[src/rtl/blinker_pkg.sv]
// blinker_pkg
// Shared constants for the LED bank arbiter slice:
//   - FSM state encoding (IDLE, OWN0, OWN1)
//   - slice counter width
//   - default ownership slice length (1 s at 12 MHz)
package blinker_pkg;

  localparam logic [1:0] IDLE = 2'd0;
  localparam logic [1:0] OWN0 = 2'd1;
  localparam logic [1:0] OWN1 = 2'd2;

  localparam int unsigned CNT_W               = 24;
  localparam int unsigned HOLD_CYCLES_DEFAULT = 12000000;

endpackage

[src/rtl/led_slice_timer.sv]
// led_slice_timer
// Ownership slice counter. Counts up while enabled and parks at LIMIT so a
// long-held owner can be displaced as soon as the other side asks.
// Ports:
//   clk_i      - clock, rising edge
//   rst_ni     - asynchronous active-low reset, clears the count
//   clear_i    - synchronous clear, wins over enable
//   enable_i   - count this cycle
//   at_limit_o - count currently equals LIMIT
module led_slice_timer
  import blinker_pkg::*;
#(
  parameter int unsigned LIMIT = HOLD_CYCLES_DEFAULT - 1
) (
  input  logic clk_i,
  input  logic rst_ni,
  input  logic clear_i,
  input  logic enable_i,
  output logic at_limit_o
);

  localparam logic [CNT_W-1:0] LimitVal = CNT_W'(LIMIT);

  logic [CNT_W-1:0] cnt_q;
  logic [CNT_W-1:0] cnt_d;

  // Clear has priority; otherwise count up and stop at the limit.
  always_comb begin
    cnt_d = cnt_q;
    if (clear_i) begin
      cnt_d = '0;
    end else if (enable_i && (cnt_q != LimitVal)) begin
      cnt_d = cnt_q + CNT_W'(1);
    end
  end

  always_ff @(posedge clk_i or negedge rst_ni) begin
    if (!rst_ni) begin
      cnt_q <= '0;
    end else begin
      cnt_q <= cnt_d;
    end
  end

  assign at_limit_o = (cnt_q == LimitVal);

endmodule

[src/rtl/led_bank_arbiter.sv]
// led_bank_arbiter
// Two-requester arbiter for one 8-bit LED bank. The owner drives the LEDs;
// under contention ownership alternates after HOLD_CYCLES cycles, while a
// voluntary release hands over on the next edge.
// Ports:
//   clk           - clock, rising edge
//   NOTRESET      - asynchronous active-low reset
//   REQ0/REQ1     - level requests, held until released
//   DATA0/DATA1   - LED patterns of each requester
//   GNT0/GNT1     - registered grants, mutually exclusive
//   LED7..LED0    - registered LED drives, one cycle behind the grant
// Optional feature macro: LED_BANK_IDLE_HEARTBEAT_EN
//   When defined, LED0 blinks with period 2*HOLD_CYCLES while idle.
module led_bank_arbiter
  import blinker_pkg::*;
#(
  parameter int unsigned HOLD_CYCLES = HOLD_CYCLES_DEFAULT
) (
  input  logic       clk,
  input  logic       NOTRESET,
  input  logic       REQ0,
  input  logic [7:0] DATA0,
  input  logic       REQ1,
  input  logic [7:0] DATA1,
  output logic       GNT0,
  output logic       GNT1,
  output logic       LED7,
  output logic       LED6,
  output logic       LED5,
  output logic       LED4,
  output logic       LED3,
  output logic       LED2,
  output logic       LED1,
  output logic       LED0
);

  logic [1:0] state_q;
  logic [1:0] state_d;
  logic       last_q;
  logic       last_d;
  logic       gnt0_q;
  logic       gnt1_q;
  logic [7:0] led_q;
  logic [7:0] led_d;
  logic [7:0] idle_led;
  logic       at_limit;
  logic       grant_change;
  logic       timer_clear;
  logic       timer_en;

  led_slice_timer #(
    .LIMIT(HOLD_CYCLES - 1)
  ) u_slice_timer (
    .clk_i     (clk),
    .rst_ni    (NOTRESET),
    .clear_i   (timer_clear),
    .enable_i  (timer_en),
    .at_limit_o(at_limit)
  );

  // Arbitration. A tie from IDLE goes to whoever did not own last; a
  // contended owner only yields once its slice has run out.
  always_comb begin
    state_d = state_q;
    case (state_q)
      IDLE: begin
        if (REQ0 && REQ1)  state_d = last_q ? OWN0 : OWN1;
        else if (REQ0)     state_d = OWN0;
        else if (REQ1)     state_d = OWN1;
      end
      OWN0: begin
        if (!REQ0)                 state_d = REQ1 ? OWN1 : IDLE;
        else if (REQ1 && at_limit) state_d = OWN1;
      end
      OWN1: begin
        if (!REQ1)                 state_d = REQ0 ? OWN0 : IDLE;
        else if (REQ0 && at_limit) state_d = OWN0;
      end
      default: state_d = IDLE;
    endcase
  end

  assign grant_change = (state_d != state_q);

  // Remember the most recent owner for tie-breaking.
  always_comb begin
    last_d = last_q;
    if (grant_change && (state_d == OWN0)) last_d = 1'b0;
    if (grant_change && (state_d == OWN1)) last_d = 1'b1;
  end

`ifdef LED_BANK_IDLE_HEARTBEAT_EN
  logic hb_q;
  logic hb_d;
  logic hb_wrap;

  // While idle the slice counter doubles as the heartbeat divider: each time
  // it reaches the limit LED0 flips and the count restarts. Holding the
  // phase at 0 while owned makes every idle period start from 0.
  assign hb_wrap = (state_q == IDLE) && at_limit;

  always_comb begin
    hb_d = hb_q;
    if (state_q != IDLE) hb_d = 1'b0;
    else if (hb_wrap)    hb_d = ~hb_q;
  end

  always_ff @(posedge clk or negedge NOTRESET) begin
    if (!NOTRESET) hb_q <= 1'b0;
    else           hb_q <= hb_d;
  end

  assign idle_led    = {7'b0, hb_q};
  assign timer_en    = 1'b1;
  assign timer_clear = grant_change || hb_wrap;
`else
  assign idle_led    = 8'h00;
  assign timer_en    = (state_q != IDLE);
  assign timer_clear = grant_change;
`endif

  // LEDs follow the registered grant, hence the one-cycle lag behind GNT.
  always_comb begin
    led_d = idle_led;
    if (gnt0_q)      led_d = DATA0;
    else if (gnt1_q) led_d = DATA1;
  end

  always_ff @(posedge clk or negedge NOTRESET) begin
    if (!NOTRESET) begin
      state_q <= IDLE;
      last_q  <= 1'b1;
      gnt0_q  <= 1'b0;
      gnt1_q  <= 1'b0;
      led_q   <= 8'h00;
    end else begin
      state_q <= state_d;
      last_q  <= last_d;
      gnt0_q  <= (state_d == OWN0);
      gnt1_q  <= (state_d == OWN1);
      led_q   <= led_d;
    end
  end

  assign GNT0 = gnt0_q;
  assign GNT1 = gnt1_q;
  assign {LED7, LED6, LED5, LED4, LED3, LED2, LED1, LED0} = led_q;

endmodule

[config.mk]
export PLATFORM = sky130hd
export DESIGN_NAME = led_bank_arbiter
export DESIGN_NICKNAME = d
export VERILOG_FILES = /design/src/rtl/blinker_pkg.sv /design/src/rtl/led_slice_timer.sv /design/src/rtl/led_bank_arbiter.sv
export SDC_FILE = /design/constraint.sdc
export NUM_CORES = 1
export LEC_CHECK = 0
export CAP_MARGIN = 10
export CORE_UTILIZATION = 45
export DETAILED_ROUTE_END_ITERATION = 10
export PLACE_DENSITY_LB_ADDON = 0.3
export REMOVE_ABC_BUFFERS = 1
export SLEW_MARGIN = 5
export SYNTH_ARGS = -nofsm -noshare
export SYNTH_HDL_FRONTEND = slang
export SYNTH_SLANG_ARGS = --single-unit
[constraint.sdc]
create_clock -name clk -period 2.1 [get_ports clk]
set_input_delay 0.42 -clock clk [delete_from_list [all_inputs] [get_ports clk]]
set_output_delay 0.42 -clock clk [all_outputs]
set_load 0.01 [all_outputs]
# Word level (Yosys, flattened, before mapping)

Cells that the tools add are included.

Output and inout bits: 10
Register bits after elaboration: 37
Bits of input ports: 20
Word-level logic and storage cells: 41

Equal/unequal tests: 7
$add $sub $neg: 1
Mux-type cells: 17
Reduce and logical (&&, ||, !) cells: 10

Operator list:

| cell                    | count |
|---|---|
| $mux W24                | 2 |
| $add A24 B1 Y24 const B | 1 |
| $eq A24 B24 Y1 const B  | 1 |
| $ne A24 B24 Y1 const B  | 1 |
| $mux W2                 | 9 |
| $mux W8                 | 2 |
| $logic_and A1 B1 Y1     | 6 |
| $pmux W2 S3             | 1 |
| $reduce_bool A2 Y1      | 3 |
| $eq A2 B1 Y1 const B    | 2 |
| $eq A2 B2 Y1 const B    | 2 |
| $mux W1                 | 3 |
| $logic_not A2 Y1        | 1 |
| $ne A2 B2 Y1            | 1 |

# Longest topological paths before layout

Gate-level depths: netlist (run 1).

Depth in word-level cells: 9
Depth in mapped cells: 8
Gate-level depth less buffers: 6

# Cells and area by module

From an unflattened synthesis (run 1), not the netlist that was laid out.

Cells, all modules: 193
Area total of the unflattened synthesis: 1934.4 um^2

By module, submodules not included:

| module           | cells each | instances | area each (um^2) | seq. area each (um^2) |
|---|---|---|---|---|
| led_slice_timer  | 135        | 1         | 1317.5           | 600.6 |
| led_bank_arbiter | 58         | 1         | 616.8            | 326.6 |

# Least setup slack after synthesis (run 1)

Ideal clock, no wire load.

Path kind: register to register
Start: reg u_slice_timer.cnt_q[8]
End: reg u_slice_timer.cnt_q[14]
Buffers on the path: 3
Data arrival time: 1.607 ns
Required time: 1.974 ns
Setup slack: 0.367 ns
Period minus slack after synthesis: 1.733 ns
Cell stages (with the launch flop): 9
Library setup time: 0.126 ns
Cells stage by stage: dfrtp_1 buf_2 nor4b_2 nand4_2 o31ai_1 and3_1 buf_4 buf_6 a21oi_1

Longest elaborated chain between the ends: 7
Elaborated cells between the ends (all ways): 15
Classes of those cells: add/sub (1); eq/ne (3); mux (7); reduce/logical (4)

RTL lines:

| element                                               | line                                           | text |
|---|---|---|
| from (decl)                                           | led_slice_timer.sv:24                          | `logic [CNT_W-1:0] cnt_q;` |
| from (signal assigned)                                | led_slice_timer.sv:41                          | `cnt_q <= cnt_d;` |
| $eq A24 B24 Y1                                        | led_slice_timer.sv:45                          | `assign at_limit_o = (cnt_q == LimitVal);` |
| $logic_and A1 B1 Y1 (on tied branches)                | led_bank_arbiter.sv:77, led_bank_arbiter.sv:73 |  |
| $mux W2 (on tied branches)                            | led_bank_arbiter.sv:77, led_bank_arbiter.sv:73 |  |
| $mux W2 (on tied branches)                            | led_bank_arbiter.sv:76, led_bank_arbiter.sv:72 |  |
| $pmux W2 S3                                           | led_bank_arbiter.sv:65                         | `case (state_q)` |
| $ne A2 B2 Y1                                          | led_bank_arbiter.sv:83                         | `assign grant_change = (state_d != state_q);` |
| $mux W24 / $reduce_bool A2 Y1 (equally long branches) | --                                             |  |

Parallel ways exist; a longest one is shown, timed or not. The select of a mux whose other input is x is not followed.
A chain may end at the register's enable or synchronous reset.

# Worst setup path in the final report (run 1)

Start: reg gnt0_q (netlist: GNT0)
End: out GNT0

RTL lines:

| element                | line                    | text |
|---|---|---|
| from (decl)            | led_bank_arbiter.sv:41  | `logic gnt0_q;` |
| from (signal assigned) | led_bank_arbiter.sv:139 | `gnt0_q <= (state_d == OWN0);` |
| to (decl)              | led_bank_arbiter.sv:25  | `output logic GNT0,` |

No word-level cell between the ends.

==> metrics.txt, run 1 <==
die width 68.6 um; Reg2Reg Launch Point u_slice_timer.cnt_q[10]; Data arrival, critical path 1500 ps; Hold Worst Slack between 150 and 200 ps; Root Buffer clkbuf_8; DIE AREA 0.00470 sq mm; Worst Hold Class primary input to async pin; FF+latch count, synth 37; relative slew slack 0.647; fmax 522 MHz; Final Hold Fails 0; CP startpoint kind flop; CTS tree built; CP max stage cell clkdlybuf4s50_1; Clk pwr share 0.389; Via Count 1,580; Max Cap Viol 0; max-slew violations 0; Power Dens Cells 767 mW/mm^2; Tot GR Track Use 0.202; worst slew pin tran 528 ps; initial antenna violation count 0; Tmin final 1920 ps; port bufs 29; Pleak approximately 1 nW; post-CTS sizing 0; first-pass GRT wire length between 6000 and 7000 um; ys async rst share 1.00; Reg2Reg Capture Point u_slice_timer.cnt_q[7]; Cell Chain, Critical Path clkdlybuf4s50_1; Core ar. 0.00412 sq mm; RD Place Congestion 0.777; Inserted Clock Buffers 5; most frequent cells in the layout dfrtp_1 (36), clkdlybuf4s50_1 (28), nor2_1 (20), nand2_1 (16), a21oi_1 (14); RSZ-0062 raised after global routing no; prevailing post-synth register cell dfrtp_1; pin count of the biggest net entering global routing 38; Register-to-Register Setup Slack 190 ps; H-tree levels 2; Congestion Overflow GR 0; Detailed Route WL slightly above 4000 um; Seq/Total Area, Yosys 0.465; CP Capture Type output port; TNS Setup 0 ps; CTS Buffer Depth 2; Required @ worst endpoint 1680 ps; cts hold-fix bufs 0; syn avg cell area a little under 10 sq um; delay-heaviest family, CP buffers and inverters; Final Skew ~7 ps; Peak supply drop 0.536 mV; Worst-Skew Late Latency 290 ps; postcts setup bufs 0; cells on worst reg2reg path 6; DR vias/cell 5.60; dpl hpwl 2870 um; status completed; ANT cells 0; synth warn 0; EDFF count, synth 0; CTS clk-pin slew, worst paths 80 ps; Die Y 68.6 um; Sequential Power Share 0.438; fin nets 252; leading area contributor after synthesis dfrtp_1; most common cell after layout, fill and taps aside dfrtp_1; switching fraction of total power 0.248; antenna viol nets, final 0; DR pass1 iterations 4; synthesized cell area 0.00199 sq mm; share of cells above drive strength 1 0.112; Buf/Inv on CP 1; detailed-route DRC error count 0; final setup fails 0; Synth top area share 0.452; top fanout value on the critical path 11; Initial Utilization 0.485; Crit path largest cell delay 620 ps; CTS Sinks 37; number of global-route vias before repair 1,457; Netlist cell types 52; sw power 0.467 mW; initial DRC count ~60; critical path class flop to output port; Tcrit/Tclk final 0.912; P&R area growth vs syn 23.1%; post-synthesis cell count 201; wire per inst 14.7 um; io pins 30; Pint 1.42 mW; Row Count 23; Combinational Power Share 0.173; largest cells by area after synthesis dfrtp_1 (45%), nor2_1 (3.8%), a21oi_1 (3.5%)
-- layout make-up --
cell class,instances,area (sq um)
sequential,37,927
timing repair buffer,32,320
clock buffer,5,68.8
tap,50,62.6
multi-input combinational,148,985
clock inverter,3,65.1
inverter,7,26.3
fill,377,1660
-- Yosys cell counts (2+ instances only) --
master	count
dfrtp_1	36
nor2_1	20
nand2_1	16
a21oi_1	14
o21ai_0	11
a22o_1	8
or3_1	8
xnor2_1	8
inv_1	7
nand3_1	6
xor2_1	5
nor3_1	4
nor4_1	4
buf_2	3
nand4_1	3
o211ai_1	3
and3_1	2
and4_1	2
buf_4	2
buf_6	2
clkbuf_1	2
o21bai_1	2
o22ai_1	2
o31ai_1	2
or4_1	2
-- per-stage QoR --
step | setup WS [ps] | area, sq um | util | std cells | power (mW)
after global routing | 1.71 | 2450 | 0.597 | 282 | 1.97
after global placement | 209 | 2320 | 0.563 | 274 | 1.16
after detailed placement | 176 | 2320 | 0.563 | 274 | 1.17
final | 184 | 2450 | 0.597 | 282 | 1.88
after CTS | 186 | 2450 | 0.596 | 282 | 1.90
after floorplan | 187 | 1930 | - | 192 | 0.984
-- state kept, by name, indices dropped and copies added, names as in the netlist --
signal / flops
led_q: 8
GNT0: 1
last_q: 1
u_slice_timer.cnt_q: 24
state_q: 2
GNT1: 1
-- routing by layer --
| metal | global-route usage | wire [um] | vias up |
|---|---|---|---|
| li1 | - | - | 793 |
| met1 | 0.262 | 1950 | 757 |
| met2 | 0.317 | 1980 | 23 |
| met3 | 0.0510 | 162 | 7 |
| met4 | 0.0859 | 65 | 0 |
| met5 | 0 | 0 | - |
-- cell families after synthesis --
| family | after synthesis | synth area share |
|---|---|---|
| AND/OR/NAND/NOR | 84 | 0.265 |
| AO/OA/AOI/OAI | 49 | 0.158 |
| flip-flops | 37 | 0.465 |
| buffers and inverters | 16 | 0.0433 |
| XOR/XNOR | 13 | 0.0571 |
| multiplexers | 1 | 0.00502 |
| adder cells (fa/ha/maj) | 1 | 0.00627 |
-- power groups by stage --
stage          combinational (mW)  sequential (mW)  clock [mW]
3_5_place_dp                0.331            0.838           0
2_1_floorplan               0.143            0.841           0
3_3_place_gp                0.326            0.834           0
4_1_cts                     0.332            0.824       0.746
5_1_grt                     0.366            0.834       0.773
6_report                    0.326            0.825       0.732
-- worst max-delay path by stage --
stage	end	slack, ps	startpoint	depth (start not counted)
after floorplan	u_slice_timer.cnt_q[0]	190	u_slice_timer.cnt_q[19]	5
after global placement	u_slice_timer.cnt_q[2]	210	REQ1	7
after detailed placement	u_slice_timer.cnt_q[7]	180	REQ1	7
after CTS	GNT0	190	GNT0	1
after global routing	state_q[1]	2	u_slice_timer.cnt_q[0]	6
final	GNT0	180	GNT0	1
Power figures use the tool's default switching activity.
==> run 2: changes to the inputs <==
--- a/config.mk
+++ b/config.mk
@@ -10,7 +10,6 @@
 export DETAILED_ROUTE_END_ITERATION = 10
 export PLACE_DENSITY_LB_ADDON = 0.3
 export REMOVE_ABC_BUFFERS = 1
-export SLEW_MARGIN = 5
 export SYNTH_ARGS = -nofsm -noshare
 export SYNTH_HDL_FRONTEND = slang
 export SYNTH_SLANG_ARGS = --single-unit
==> results of run 2 <==
The final DEF is identical to that of run 1; final timing and power are the same.
==> run 3: changes to the inputs <==
--- a/config.mk
+++ b/config.mk
@@ -8,8 +8,10 @@
 export CAP_MARGIN = 10
 export CORE_UTILIZATION = 45
 export DETAILED_ROUTE_END_ITERATION = 10
+export DONT_BUFFER_PORTS = 1
 export PLACE_DENSITY_LB_ADDON = 0.3
 export REMOVE_ABC_BUFFERS = 1
+export SETUP_SLACK_MARGIN = 0.15
 export SYNTH_ARGS = -nofsm -noshare
 export SYNTH_HDL_FRONTEND = slang
 export SYNTH_SLANG_ARGS = --single-unit
==> metrics.txt, run 3 (same netlist as run 1, synthesis figures left out) <==
post-placement cell count 245 (was 274); Core ar. 0.00412 sq mm (unchanged); most frequent cells in the layout dfrtp_1 (36), nor2_1 (20), nand2_1 (16), a21oi_1 (13), o21ai_0 (11) (was dfrtp_1 (36), clkdlybuf4s50_1 (28), nor2_1 (20), nand2_1 (16), a21oi_1 (14)); CP Capture Type flop (was output port); Final Hold Fails 0 (unchanged); number of global-route vias before repair 1,362 (was 1,457); Cell Chain, Critical Path ha_1 -> and2_4 -> nand3_4 -> nor4_4 -> buf_4 -> or4_1 -> a21oi_2 (was clkdlybuf4s50_1); die width 68.6 um (unchanged); fin nets 231 (was 252); RSZ-0062 raised after global routing yes (was no); Die Y 68.6 um (unchanged); CTS tree built (unchanged); CTS clk-pin slew, worst paths 80 ps (about the same); worst hold path depth 1; Data arrival, critical path 2130 ps (was 1500 ps); Initial Utilization 0.485 (unchanged); final setup fails 0 (unchanged); Inserted Clock Buffers 5 (unchanged); Register-to-Register Setup Slack 190 ps (about the same); cells on worst reg2reg path 7 (was 6); antenna viol nets, final 0 (unchanged); wire per inst 15.5 um (was 14.7 um); Peak supply drop 0.376 mV (was 0.536 mV); Row Count 23 (unchanged); Final Instance Count excl. Fillers 261 (was 282); Crit path largest cell delay 520 ps (was 620 ps); dpl hpwl 2780 um (was 2870 um); pin count of the biggest net entering global routing 38 (unchanged); Detailed Route WL 4060 um (was 4160 um); CTS Buffer Depth 2 (unchanged); worst slew pin tran 478 ps (was 528 ps); fmax 524 MHz (was 522 MHz); DP Worst Slack 135 ps (was 176 ps); delay-heaviest family, CP simple AND/OR/NAND/NOR gates (was buffers and inverters); P&R area growth vs syn 14.4% (was 23.1%); Power Dens Cells 799 mW/mm^2 (was 767 mW/mm^2); DR vias/cell 5.86 (was 5.60); share of cells above drive strength 1 0.171 (was 0.112); first-pass GRT wire length 6150 um (was 6800 um); io pins 30 (unchanged); Worst path depth 7 (was 1); Tot GR Track Use 0.183 (was 0.202); CTS Sinks 37 (unchanged); Root Buffer clkbuf_8 (unchanged); max-slew violations 0 (unchanged); DR pass1 iterations 4 (unchanged); status completed (unchanged); Reg with most FFs u_slice_timer.cnt_q (unchanged); Congestion Overflow GR 0 (unchanged); top fanout value on the critical path 7 (was 11); Via Count 1,529 (was 1,580); DIE AREA 0.00470 sq mm (unchanged); Tmin final 1910 ps (was 1920 ps); H-tree levels 2 (unchanged); CP startpoint kind flop (unchanged); Max Cap Viol 0 (unchanged); Buf/Inv on CP 1 (unchanged); CP max stage cell or4_1 (was clkdlybuf4s50_1); Tcrit/Tclk final 0.908 (was 0.912); Worst-Skew Late Latency 290 ps (about the same); number of fill cells 368 (was 377); detailed-route DRC error count 0 (unchanged); critical path class flop to flop (was flop to output port); number of flip-flops in the largest register 24 (unchanged); setup ws final 193 ps (was 184 ps); Required @ worst endpoint 2320 ps (was 1680 ps); ANT cells 0 (unchanged); Hold Worst Slack 200 ps (was 164 ps); Worst Hold Class primary input to flop (was primary input to async pin); most common cell after layout, fill and taps aside dfrtp_1 (unchanged); relative slew slack 0.681 (was 0.647); port bufs 0 (was 29); RD Place Congestion 0.826 (was 0.777); initial antenna violation count 0 (unchanged); initial DRC count 75 (was 59); Pleak 0.932 nW (was 0.991 nW); Final Skew 6.37 ps (was 7.12 ps); largest registers u_slice_timer.cnt_q x24, led_q x8, state_q x2 (unchanged); final core occ 0.555 (was 0.597); TNS Setup 0 ps (unchanged)
==> run 3: cell types whose count changed in the layout (fill, tap and decap cells not counted), sizes merged <==
cell	previous run	this run
buf	4	10
dlygate4sd3	0	1
clkdlybuf4s50	28	0
inv	7	8
clkinv	1	0
==> run 3: final cells by class <==
cell class | instances | area (sq um) | area share
Multi-Input combinational cell | 148 | 1020 | 0.446
Sequential cell | 37 | 927 | 0.406
Timing Repair Buffer | 11 | 110 | 0.0482
Clock buffer | 5 | 68.8 | 0.0302
Clock inverter | 3 | 68.8 | 0.0302
Tap cell | 50 | 62.6 | 0.0274
Inverter | 7 | 26.3 | 0.0115
==> run 3: through the flow <==
step / power [mW] / area, sq um
final: 1.82 / 2280
after global routing: 1.91 / 2280
after CTS: 1.83 / 2200
after detailed placement: 1.06 / 2030
after global placement: 1.04 / 2030
after floorplan: 0.984 / 1930
==> run 3: layer usage <==
metal / track usage / routed length [um] / share of wire
met1: 0.237 / 1880 / 0.46
met3: 0.0559 / 137 / 0.034
met5: 0 / 0 / 0
met4: 0.0755 / 46 / 0.011
met2: 0.282 / 1990 / 0.49
==> run 3: worst paths after layout <==
| check | end | startpoint |
|---|---|---|
| worst max-delay path | u_slice_timer.cnt_q[17] | u_slice_timer.cnt_q[0] |
| worst min-delay path | state_q[0] | REQ1 |
| worst max register to register | u_slice_timer.cnt_q[17] | u_slice_timer.cnt_q[0] |
| worst min register to register | u_slice_timer.cnt_q[1] | u_slice_timer.cnt_q[1] |
| max in group asynchronous | last_q | NOTRESET |
| min in group asynchronous | u_slice_timer.cnt_q[15] | NOTRESET |
==> run 3: timing repair <==
action	4_1_cts	5_1_grt
hold buffers	2	0
pin swaps	1	5
setup endpoints to repair	2	11
resized for setup	0	7
hold endpoints to repair	37	0
setup buffers	0	6
==> run 3: worst register-to-register path, delay by kind of cell, from the launching register on <==
kind | cells | cell delay, ps
fa+ha+maj | 1 | 250
compound gates | 1 | 150
buf+inv | 1 | 170
flops | 1 | 410
simple gates | 4 | 860
==> run 3: power by group <==
part	internal, mW	switching, mW
Sequential	0.771	0.0699
Combinational	0.112	0.126
Clock	0.478	0.266
